## config.mk

```make
export PLATFORM = sky130hd
export DESIGN_NAME = control_sequencer_flat
export DESIGN_NICKNAME = d
export VERILOG_FILES = /design/src/rtl/control_sequencer_if.sv /design/src/rtl/control_sequencer.sv /design/src/flat_wrapper.sv
export SDC_FILE = /design/constraint.sdc
export NUM_CORES = 1
export LEC_CHECK = 0
export ABC_AREA = 1
export CELL_PAD_IN_SITES_DETAIL_PLACEMENT = 0
export CELL_PAD_IN_SITES_GLOBAL_PLACEMENT = 1
export CORE_ASPECT_RATIO = 0.7
export CORE_MARGIN = 2
export CORE_UTILIZATION = 35
export CTS_CLUSTER_SIZE = 14
export DETAILED_ROUTE_END_ITERATION = 8
export PLACE_DENSITY_LB_ADDON = 0.3
export SETUP_SLACK_MARGIN = 0.05
export SLEW_MARGIN = 25
export SYNTH_ARGS = -nofsm -noshare
export SYNTH_HDL_FRONTEND = slang
export SYNTH_SLANG_ARGS = --single-unit
```

## constraint.sdc

```tcl
create_clock -name clk -period 2.72 [get_ports clk]
set_clock_uncertainty 0.15 [all_clocks]
set_input_delay 0.408 -clock clk [delete_from_list [all_inputs] [get_ports clk]]
set_output_delay 0.408 -clock clk [all_outputs]
set_load 0.01 [all_outputs]
```

## src/rtl/control_sequencer_if.sv

```systemverilog
// Handshake and strobe bundle between the instruction decoder/memories
// and the control sequencer.
interface control_sequencer_if;
    logic        start;
    logic        halt;
    logic        stall;
    logic [5:0]  ir_op;
    logic        sel_DM_rd;
    logic        sel_DM_wr;
    logic        sel_pc_load;
    logic        sel_LR_load;
    logic        sel_out_port;
    logic        pm_en;
    logic        ir_load;
    logic        en_dec;
    logic        alu_en;
    logic        rf_wr;
    logic        dm_rd;
    logic        dm_wr;
    logic        pc_inc;
    logic        pc_load;
    logic        lr_load;
    logic        out_port_en;
    logic        running;
    logic [15:0] instr_count;

    modport master (
        output start, halt, stall, ir_op,
        output sel_DM_rd, sel_DM_wr, sel_pc_load, sel_LR_load, sel_out_port,
        input  pm_en, ir_load, en_dec, alu_en, rf_wr, dm_rd, dm_wr,
        input  pc_inc, pc_load, lr_load, out_port_en, running, instr_count
    );

    modport slave (
        input  start, halt, stall, ir_op,
        input  sel_DM_rd, sel_DM_wr, sel_pc_load, sel_LR_load, sel_out_port,
        output pm_en, ir_load, en_dec, alu_en, rf_wr, dm_rd, dm_wr,
        output pc_inc, pc_load, lr_load, out_port_en, running, instr_count
    );
endinterface

```

## src/rtl/control_sequencer.sv

```systemverilog
// Multi-cycle instruction sequencer: FETCH/DECODE/EXEC/MEM/WB control
// strobes decoded from state, plus a retired-instruction counter.
module control_sequencer #(
    parameter int unsigned MEM_WAIT = 1
) (
    input logic               clk,
    input logic               rst,
    control_sequencer_if.slave bus
);

    typedef enum logic [2:0] {
        IDLE, FETCH, DECODE, EXEC, MEM, WB
    } state_t;

    localparam logic [3:0] WAIT_LAST = 4'(MEM_WAIT - 1);

    state_t      state_q, state_d;
    logic [3:0]  wait_q, wait_d;
    logic [15:0] cnt_q, cnt_d;
    logic        retire;

    logic pm_en, ir_load, en_dec, alu_en, rf_wr;
    logic dm_rd, dm_wr, pc_inc, pc_load, lr_load, out_port_en;

    function automatic logic wr_class(input logic [5:0] op);
        logic w;
        case (op[5:2])
            4'b0000: w = op[1];
            4'b0001: w = (op[1:0] != 2'b01);
            4'b0010, 4'b0110, 4'b0111,
            4'b1000, 4'b1001, 4'b1110: w = 1'b1;
            4'b1011: w = ~op[1];
            default: w = 1'b0;
        endcase
        return w;
    endfunction

    always_comb begin
        state_d     = state_q;
        wait_d      = wait_q;
        retire      = 1'b0;
        pm_en       = 1'b0;
        ir_load     = 1'b0;
        en_dec      = 1'b0;
        alu_en      = 1'b0;
        rf_wr       = 1'b0;
        dm_rd       = 1'b0;
        dm_wr       = 1'b0;
        pc_inc      = 1'b0;
        pc_load     = 1'b0;
        lr_load     = 1'b0;
        out_port_en = 1'b0;
        unique case (state_q)
            IDLE: begin
                if (bus.start && !bus.halt)
                    state_d = FETCH;
            end
            FETCH: begin
                pm_en   = 1'b1;
                ir_load = 1'b1;
                if (!bus.stall)
                    state_d = DECODE;
            end
            DECODE: begin
                en_dec  = 1'b1;
                state_d = EXEC;
            end
            EXEC: begin
                alu_en      = 1'b1;
                out_port_en = bus.sel_out_port;
                wait_d      = 4'd0;
                if (bus.sel_DM_rd || bus.sel_DM_wr) begin
                    state_d = MEM;
                end else if (bus.sel_pc_load) begin
                    pc_load = 1'b1;
                    lr_load = bus.sel_LR_load;
                    retire  = 1'b1;
                end else begin
                    state_d = WB;
                end
            end
            MEM: begin
                dm_rd = bus.sel_DM_rd;
                dm_wr = bus.sel_DM_wr;
                // stall freezes the wait counter
                if (!bus.stall) begin
                    if (wait_q == WAIT_LAST) begin
                        if (bus.sel_DM_rd) begin
                            state_d = WB;
                        end else begin
                            pc_inc = 1'b1;
                            retire = 1'b1;
                        end
                    end else begin
                        wait_d = wait_q + 4'd1;
                    end
                end
            end
            WB: begin
                pc_inc = 1'b1;
                rf_wr  = wr_class(bus.ir_op);
                retire = 1'b1;
            end
            default: state_d = IDLE;
        endcase
        if (retire)
            state_d = bus.halt ? IDLE : FETCH;
        cnt_d = retire ? cnt_q + 16'd1 : cnt_q;
    end

    always_ff @(posedge clk or posedge rst) begin
        if (rst) begin
            state_q <= IDLE;
            wait_q  <= 4'd0;
            cnt_q   <= 16'd0;
        end else begin
            state_q <= state_d;
            wait_q  <= wait_d;
            cnt_q   <= cnt_d;
        end
    end

    assign bus.pm_en       = pm_en;
    assign bus.ir_load     = ir_load;
    assign bus.en_dec      = en_dec;
    assign bus.alu_en      = alu_en;
    assign bus.rf_wr       = rf_wr;
    assign bus.dm_rd       = dm_rd;
    assign bus.dm_wr       = dm_wr;
    assign bus.pc_inc      = pc_inc;
    assign bus.pc_load     = pc_load;
    assign bus.lr_load     = lr_load;
    assign bus.out_port_en = out_port_en;
    assign bus.running     = (state_q != IDLE);
    assign bus.instr_count = cnt_q;

endmodule

```

## src/flat_wrapper.sv

```systemverilog
// flat-port wrapper written by rule: the top's interface ports become plain ports
module control_sequencer_flat 
#(
    parameter int unsigned MEM_WAIT = 1
)
  (clk, rst, bus_start, bus_halt, bus_stall, bus_ir_op, bus_sel_DM_rd, bus_sel_DM_wr, bus_sel_pc_load, bus_sel_LR_load, bus_sel_out_port, bus_pm_en, bus_ir_load, bus_en_dec, bus_alu_en, bus_rf_wr, bus_dm_rd, bus_dm_wr, bus_pc_inc, bus_pc_load, bus_lr_load, bus_out_port_en, bus_running, bus_instr_count);
  control_sequencer_if bus_i ();
  input logic clk;
  input logic rst;
  input wire logic [$bits(bus_i.start)-1:0] bus_start;
  input wire logic [$bits(bus_i.halt)-1:0] bus_halt;
  input wire logic [$bits(bus_i.stall)-1:0] bus_stall;
  input wire logic [$bits(bus_i.ir_op)-1:0] bus_ir_op;
  input wire logic [$bits(bus_i.sel_DM_rd)-1:0] bus_sel_DM_rd;
  input wire logic [$bits(bus_i.sel_DM_wr)-1:0] bus_sel_DM_wr;
  input wire logic [$bits(bus_i.sel_pc_load)-1:0] bus_sel_pc_load;
  input wire logic [$bits(bus_i.sel_LR_load)-1:0] bus_sel_LR_load;
  input wire logic [$bits(bus_i.sel_out_port)-1:0] bus_sel_out_port;
  output wire logic [$bits(bus_i.pm_en)-1:0] bus_pm_en;
  output wire logic [$bits(bus_i.ir_load)-1:0] bus_ir_load;
  output wire logic [$bits(bus_i.en_dec)-1:0] bus_en_dec;
  output wire logic [$bits(bus_i.alu_en)-1:0] bus_alu_en;
  output wire logic [$bits(bus_i.rf_wr)-1:0] bus_rf_wr;
  output wire logic [$bits(bus_i.dm_rd)-1:0] bus_dm_rd;
  output wire logic [$bits(bus_i.dm_wr)-1:0] bus_dm_wr;
  output wire logic [$bits(bus_i.pc_inc)-1:0] bus_pc_inc;
  output wire logic [$bits(bus_i.pc_load)-1:0] bus_pc_load;
  output wire logic [$bits(bus_i.lr_load)-1:0] bus_lr_load;
  output wire logic [$bits(bus_i.out_port_en)-1:0] bus_out_port_en;
  output wire logic [$bits(bus_i.running)-1:0] bus_running;
  output wire logic [$bits(bus_i.instr_count)-1:0] bus_instr_count;
  assign bus_i.start = bus_start;
  assign bus_i.halt = bus_halt;
  assign bus_i.stall = bus_stall;
  assign bus_i.ir_op = bus_ir_op;
  assign bus_i.sel_DM_rd = bus_sel_DM_rd;
  assign bus_i.sel_DM_wr = bus_sel_DM_wr;
  assign bus_i.sel_pc_load = bus_sel_pc_load;
  assign bus_i.sel_LR_load = bus_sel_LR_load;
  assign bus_i.sel_out_port = bus_sel_out_port;
  assign bus_pm_en = bus_i.pm_en;
  assign bus_ir_load = bus_i.ir_load;
  assign bus_en_dec = bus_i.en_dec;
  assign bus_alu_en = bus_i.alu_en;
  assign bus_rf_wr = bus_i.rf_wr;
  assign bus_dm_rd = bus_i.dm_rd;
  assign bus_dm_wr = bus_i.dm_wr;
  assign bus_pc_inc = bus_i.pc_inc;
  assign bus_pc_load = bus_i.pc_load;
  assign bus_lr_load = bus_i.lr_load;
  assign bus_out_port_en = bus_i.out_port_en;
  assign bus_running = bus_i.running;
  assign bus_instr_count = bus_i.instr_count;
  control_sequencer #(.MEM_WAIT(MEM_WAIT)) u_core (.clk(clk), .rst(rst), .bus(bus_i));
endmodule
```

== Word-level counts from Yosys, hierarchy flattened ==
Cells that the tools add are included.

* Bits of input ports: 16
* Word-level logic and storage cells: 72
* Output and inout port bits: 28
* Register bits after elaboration: 23

* Eq/ne operators: 23
* Reductions and logical operators: 11
* Bitwise gates (word level): 1
* Multiplexer cells: 32
* Add/sub/neg operators: 2

{| class="wikitable"
|+ Operator list
! kind !! number
|-
| 3-bit 2-to-1 mux || 8
|-
| 3-bit case mux with 6 select lines || 1
|-
| 1-bit 2-to-1 mux || 17
|-
| 16-bit by 1-bit adder with 16-bit output (second input constant) || 1
|-
| 4-bit equality test (second input constant) || 4
|-
| 3-bit by 2-bit inequality test with 1-bit output (second input constant) || 3
|-
| 4-bit by 3-bit equality test with 1-bit output (second input constant) || 2
|-
| 4-bit zero test || 2
|-
| 4-bit 2-to-1 mux || 2
|-
| 4-bit case mux with 2 select lines || 1
|-
| 7-bit AND reduction || 1
|-
| 3-bit by 2-bit equality test with 1-bit output (second input constant) || 2
|-
| 3-bit equality test (second input constant) || 2
|-
| 3-bit by 1-bit inequality test with 1-bit output (second input constant) || 2
|-
| 6-bit OR reduction || 1
|-
| 4-bit by 1-bit adder with 4-bit output (second input constant) || 1
|-
| 4-bit by 1-bit equality test with 1-bit output (second input constant) || 1
|-
| 4-bit by 2-bit equality test with 1-bit output (second input constant) || 1
|-
| 2-bit by 1-bit inequality test with 1-bit output (second input constant) || 2
|-
| 2-bit inequality test (second input constant) || 2
|-
| 4-bit by 2-bit inequality test with 1-bit output (second input constant) || 1
|-
| 1-bit case mux with 4 select lines || 1
|-
| 3-bit by 1-bit equality test with 1-bit output (second input constant) || 1
|-
| 3-bit zero test || 1
|-
| other kinds (9) || 9
|}

== Longest topological paths before layout ==
Gate-level depths: netlist of run 1.

* Depth in word-level cells: 6
* Gate-level depth with buffers: 9
* Mapped depth without buffers: 9

== Worst setup path after synthesis of run 1 ==
No wires, ideal clock.

* Path kind: register -> output
* From: register u_core.state_q[2]
* To: output port bus_lr_load
* Data arrival time: 1.015 ns
* Buffers on the path: 0
* Setup slack: 1.147 ns
* Cell stages (with the launch flop): 6
* Cells stage by stage: dfrtp_1 > inv_2 > nand2_2 > nor2_4 > nand3_2 > nor2_1

* Word-level cells in the longest chain between the ends: 2

{| class="wikitable"
|+ RTL lines
! what !! line !! text
|-
| start, declared || control_sequencer.sv:17 || <nowiki>state_t state_q, state_d;</nowiki>
|-
| start signal, assigned || control_sequencer.sv:117 || <nowiki>state_q <= state_d;</nowiki>
|-
| 3-bit by 2-bit equality test with 1-bit output || control_sequencer.sv:53 || <nowiki>unique case (state_q)</nowiki>
|-
| 1-bit 2-to-1 mux || control_sequencer.sv:53 ||
|-
| end, declared || flat_wrapper.sv:28 || <nowiki>output wire logic [$bits(bus_i.lr_load)-1:0] bus_lr_load;</nowiki>
|}

Every way passes these cells.

== Worst setup path in the final report of run 1 ==
* From: register u_core.state_q[0]
* To: output port bus_pc_inc

* Word-level cells in the longest chain between the ends: 2
* Elaborated cells between the ends (all ways): 3

{| class="wikitable"
|+ RTL lines
! what !! line !! text
|-
| 3-bit equality test || control_sequencer.sv:53 ||
|-
| 1-bit case mux with 2 select lines * || control_sequencer.sv:53 ||
|-
| end, declared || flat_wrapper.sv:26 || <nowiki>output wire logic [$bits(bus_i.pc_inc)-1:0] bus_pc_inc;</nowiki>
|}

Every way passes the cells marked *; elsewhere a longest branch is shown, timed or not.

==> results.yml, run 1 <==
drt:
  vias: 1513
  post_drt_via_cell_ratio: 4.63
  wl_um: 3650
  drcViolationCount: 0
  first_iter_violations: 60
  firstDrtPassIters: 6
  antenna_left: 0
  wl_per_cell_um: 11.2
power:
  p_leak_nw: 0.974
  switchingPower_mw: 0.574
  p_per_area_nw_per_um2: 662
  swShare_pct: 41.9
  pwr-share-clk_pct: 16.5
  power_frac_seq_pct: 36.0
  combPwrFrac_pct: 47.5
  max-vdd-ir-drop_mv: 0.321
  internal-power_mw: 0.797
clock_tree:
  htree_levels: 1
  clockRootBuffer: "clkbuf_8"
  path_clk_slew_ns: 0.09
  cts_tree: "done"
  clk_latency_ns: 0.27
  cts_max_path_buffers: 2
  post_cts_buffers: 0
  cts_hold_buf: 0
  cts_buffers: 3
  postCtsResizedCells: 0
  clock_sinks: 23
placed_design:
  portBuffers: 43
  dp_slack_ns: 0.272
  dp_hpwl_um: 2860
  gp_congestion: 0.777
layout:
  final_util_pct: 48.4
  final_common_cell: "nand2_1"
  layout_common_cells: "nand2_1, clkdlybuf4s50_1, nor2_1, inv_1, dfrtp_1"
  final_nets: 292
  syn2layout_area_growth_pct: 34.0
  fill_cells: 437
  drive_gt1_share_pct: 7.35
  n_antenna_cell: 0
synth:
  yosysTopAreaCellShare_pct: 37.3
  synth_top_area_cell: "dfrtp_1"
  ys_seq_elements: 23
  synth_area_leaders: "dfrtp_1, nand2_1, nor2_1"
  synth_area_per_cell_um2: 6.80
  synth_cell_types: 24
  netlist_area_um2: 1540
  synth_nets: 246
  netlist_instances: 227
  ys_warn_count: 0
  synth-seq-area-share_pct: 37.3
global_route:
  grt_usage_pct: 15.7
  grt_use_met3_pct: 4.04
  grtUsageMet2_pct: 22.0
  antenna_found_initial: 0
  grt_overflow: 0
  grt_pass1_wl_um: 6190
  grt_pass1_vias: 1332
  grt_util_met1_pct: 24.5
  grt_max_degree: 27
  busiest_layer: "met1"
timing:
  setup_tns_ns: 0
  fin_crit_sh_pct: 90.3
  slew_violations: 0
  hold_viol_final: 0
  fmax_mhz: 407
  fin_crit_ns: 2.46
  slew_headroom_pct: 73.7
  rsz0062_at_grt: "false"
  tightestPinTransition_ns: 0.391
  setup_viol: 0
  fin_ws_ns: 0.264
setup_path:
  critPathArrivalTime_ns: 1.90
  path_class: "reg2out"
  crit_slowest_cell: "clkdlybuf4s50_1"
  path_cells: "nor2_2, nand3_1, inv_1, nand2_2, nand2_1, clkdlybuf4s50_1"
  cp_top_family: "buffers and inverters"
  cp_num_buf_inv: 2
  worst-path-max-fanout: 6
  critPathMaxStageDelay_ns: 0.53
  worst_setup_path_start_kind: "flip-flop"
  end_kind: "primary output"
  crit_required_ns: 2.16
die:
  ios: 44
  die_h_um: 59.6
  rows: 20
  die_width_um: 83.4
  core_area_um2: 4280
  die_area_um2: 4970
  initial_core_util_pct: 36.1
min_path:
  worst_hold_path_type: "in2async"
run:
  max-cap-violations: 0
status:
  status: "complete, no violations"
-- sequential cells by signal, indices dropped and copies added (netlist names) --
register,cells
u_core.wait_q,4
u_core.state_q,3
u_core.bus.instr_count,16
-- final timing paths --
check | from | end | slack (ns) | cells after the start
setup / recovery | u_core.state_q[0] | bus_pc_inc | 0.26 | 6
hold / removal | rst | u_core.bus.instr_count[3] | 0.32 | 3
setup reg to reg | u_core.state_q[0] | u_core.bus.instr_count[5] | 0.88 | 8
hold reg to reg | u_core.bus.instr_count[15] | u_core.bus.instr_count[15] | 0.38 | 2
max in group asynchronous | rst | u_core.bus.instr_count[11] | 1.87 | 3
min in group clk | u_core.bus.instr_count[15] | u_core.bus.instr_count[15] | 0.38 | 2
-- cell usage after synthesis (all sizes together) --
library cell   n
nand2         74
nand4          4
ha             3
inv           33
a21oi          5
nor3           2
o21ai         16
buf            3
nor2          32
a21boi         1
xor2           5
dfrtp         23
or2            1
nand3         21
xnor2          4
-- logic make-up (layout without fill, tap and decap cells) --
logic type	after synthesis	in the layout	share of synthesized area, %
buffers and inverters	36	81	9.97
AO/OA/AOI/OAI	22	22	7.54
AND/OR/NAND/NOR	134	134	37.7
flip-flops	23	23	37.3
adder cells (fa/ha/maj)	3	3	2.43
XOR/XNOR	9	9	5.10
-- through the flow --
| stage | hold WS, ns | cells | cell area, um2 | power [mW] |
|---|---|---|---|---|
| after floorplan | 0.260 | 227 | 1540 | 0.899 |
| after global placement | 0.364 | 323 | 2020 | 1.15 |
| after detailed placement | 0.370 | 323 | 2020 | 1.15 |
| after CTS | 0.324 | 327 | 2070 | 1.39 |
| after global routing | 0.348 | 327 | 2070 | 1.49 |
| final | 0.318 | 327 | 2070 | 1.37 |
-- worst min-delay path: cells and delay by family --
family   cells  cell delay (ns)
buf+inv      3             0.73
-- area by class of cell --
type                    count  area (um2)  share of cell area [%]
multi-input cells         168         815                    39.4
flip-flops and latches     23         576                    27.8
repair buffers             44         438                    21.2
inverters                  33         124                    5.99
well taps                  55        68.8                    3.33
clock buffers               3        41.3                    2.00
clock inverters             1        7.51                   0.363
-- power by group through the flow --
stage | Clock (mW) | Sequential, mW | Combinational, mW
after floorplan | 0 | 0.498 | 0.400
after global routing | 0.251 | 0.508 | 0.730
after global placement | 0 | 0.502 | 0.650
after detailed placement | 0 | 0.501 | 0.651
after CTS | 0.236 | 0.495 | 0.655
final | 0.226 | 0.494 | 0.651
-- per-layer routing --
layer	share of wire [%]	vias up
li1	-	801
met1	57	674
met2	37	36
met3	5.9	2
met4	0.22	0
met5	0	-
Note: power is estimated with default switching activity, not from simulation.
==> run 2: changes to the inputs <==
--- a/config.mk
+++ b/config.mk
@@ -6,12 +6,12 @@
 export NUM_CORES = 1
 export LEC_CHECK = 0
 export ABC_AREA = 1
-export CELL_PAD_IN_SITES_DETAIL_PLACEMENT = 0
-export CELL_PAD_IN_SITES_GLOBAL_PLACEMENT = 1
+export CELL_PAD_IN_SITES_DETAIL_PLACEMENT = 2
+export CELL_PAD_IN_SITES_GLOBAL_PLACEMENT = 2
 export CORE_ASPECT_RATIO = 0.7
 export CORE_MARGIN = 2
-export CORE_UTILIZATION = 35
-export CTS_CLUSTER_SIZE = 14
+export CORE_UTILIZATION = 27
+export CTS_CLUSTER_SIZE = 12
 export DETAILED_ROUTE_END_ITERATION = 8
 export PLACE_DENSITY_LB_ADDON = 0.3
 export SETUP_SLACK_MARGIN = 0.05
==> run 2 against run 1 <==
Via count is 6.5% higher. Cell count is 5.2% higher. Total power is 2.7% higher. Non-clock buffer count stayed put. Worst hold slack better by 0.0046 ns. First-iteration DRC count is 43% lower. Sequential power is 2% higher. Maximum frequency is 3.1% lower. Flip-flop and latch count stayed put. Critical endpoint is now bus_rf_wr.
==> results.yml, run 2 (same netlist as run 1, synthesis figures left out) <==
die:
  rows: 22
  core_area_um2: 5370
  die_width_um: 94.4
  ios: 44
  die_area_um2: 6350
  die_h_um: 67.3
  initial_core_util_pct: 28.8
timing:
  hold_ws_ns: 0.323
  slew_violations: 0
  fin_crit_ns: 2.53
  fin_crit_sh_pct: 93.2
  rsz0062_at_grt: "false"
  setup_tns_ns: 0
  hold_viol_final: 0
  slew_headroom_pct: 70.4
  fmax_mhz: 395
  tightestPinTransition_ns: 0.441
  setup_viol: 0
drt:
  firstDrtPassIters: 4
  vias: 1612
  antenna_left: 0
  wl_um: 5010
  drcViolationCount: 0
  wl_per_cell_um: 14.6
  first_iter_violations: 34
  post_drt_via_cell_ratio: 4.69
clock_tree:
  postCtsResizedCells: 0
  cts_buffers: 3
  cts_max_path_buffers: 2
  cts_hold_buf: 0
  cts_tree: "done"
  clock_sinks: 23
  clk_latency_ns: 0.28
  path_clk_slew_ns: 0.10
  clockRootBuffer: "clkbuf_8"
  post_cts_buffers: 0
  htree_levels: 1
setup_path:
  worst-path-max-fanout: 3
  crit_required_ns: 2.16
  end_kind: "primary output"
  reg2reg_from: "u_core.wait_q[0]"
  path_class: "in2out"
  worst_setup_path_start_kind: "input pin"
  critPathArrivalTime_ns: 1.98
  critPathLaunch: "bus_ir_op[5]"
global_route:
  antenna_found_initial: 0
  grt_usage_pct: 17.9
  grt_overflow: 0
  grt_pass1_vias: 1792
  grt_pass1_wl_um: 8790
  grt_max_degree: 27
layout:
  stdcell_count: 344
  syn2layout_area_growth_pct: 35.4
  finish.instance_area_um2: 2090
  layout_common_cells: "nand2_1, clkdlybuf4s50_1, nor2_1, inv_1, dfrtp_1"
  largest_register_ffs: 16
  n_antenna_cell: 0
  drive_gt1_share_pct: 7.35
  final_nets: 292
  final_common_cell: "nand2_1"
placed_design:
  gp_congestion: 0.759
  dp_hpwl_um: 3960
  placedCellCount: 340
  portBuffers: 43
  placed_cell_area_um2: 2040
power:
  p_per_area_nw_per_um2: 673
  max-vdd-ir-drop_mv: 0.256
  p_leak_nw: 0.974
run:
  max-cap-violations: 0
min_path:
  worst_hold_path_type: "in2async"
status:
  status: "complete, no violations"
## run 2: area by class of cell
| class | count | area (um2) |
|---|---|---|
| Fill cell | 668 | 3280 |
| Tap cell | 72 | 90.1 |
| Inverter | 33 | 124 |
| Clock buffer | 3 | 41.3 |
| Sequential cell | 23 | 576 |
| Multi-Input combinational cell | 168 | 815 |
| Clock inverter | 1 | 7.51 |
| Timing Repair Buffer | 44 | 438 |
## run 2: worst paths after layout
path / end / slack (ns) / cells past startpoint
setup reg to reg: u_core.bus.instr_count[5] / 0.81 / 9
min in group clk: u_core.wait_q[3] / 0.39 / 2
setup / recovery: bus_rf_wr / 0.19 / 6
hold reg to reg: u_core.wait_q[3] / 0.39 / 2
hold / removal: u_core.bus.instr_count[0] / 0.32 / 3
max in group asynchronous: u_core.state_q[0] / 1.84 / 3
## run 2: worst max-delay path: stages
cell and delay [ns]:
clkdlybuf4s50_1 0.50, nand2_1 0.08, o21ai_0 0.18, nand3_1 0.09, a21oi_1 0.15, clkdlybuf4s50_1 0.56
## run 2: metrics by stage
step	total power, mW	util, %	worst slack [ns]
2_1_floorplan	0.899	-	1.15
3_3_place_gp	1.16	38.0	0.270
3_5_place_dp	1.19	38.0	0.175
4_1_cts	1.44	39.0	0.169
5_1_grt	1.54	39.0	0.0681
6_report	1.41	39.0	0.185
## run 2: per-layer routing
metal,share of wire (%),GRT usage [%],vias up
met1,52,24.7,785
met4,1.1,4.89,0
met5,0,0,-
met2,44,29.0,24
met3,2.6,3.24,4
li1,-,-,799
## run 2: where the power goes
group | total (mW) | internal, mW | switching, mW | leakage [nW]
combinational | 0.669 | 0.285 | 0.384 | 0.641
clock | 0.232 | 0.104 | 0.128 | 0.0217
sequential | 0.506 | 0.408 | 0.0989 | 0.311
total | 1.41 | 0.797 | 0.611 | 0.974
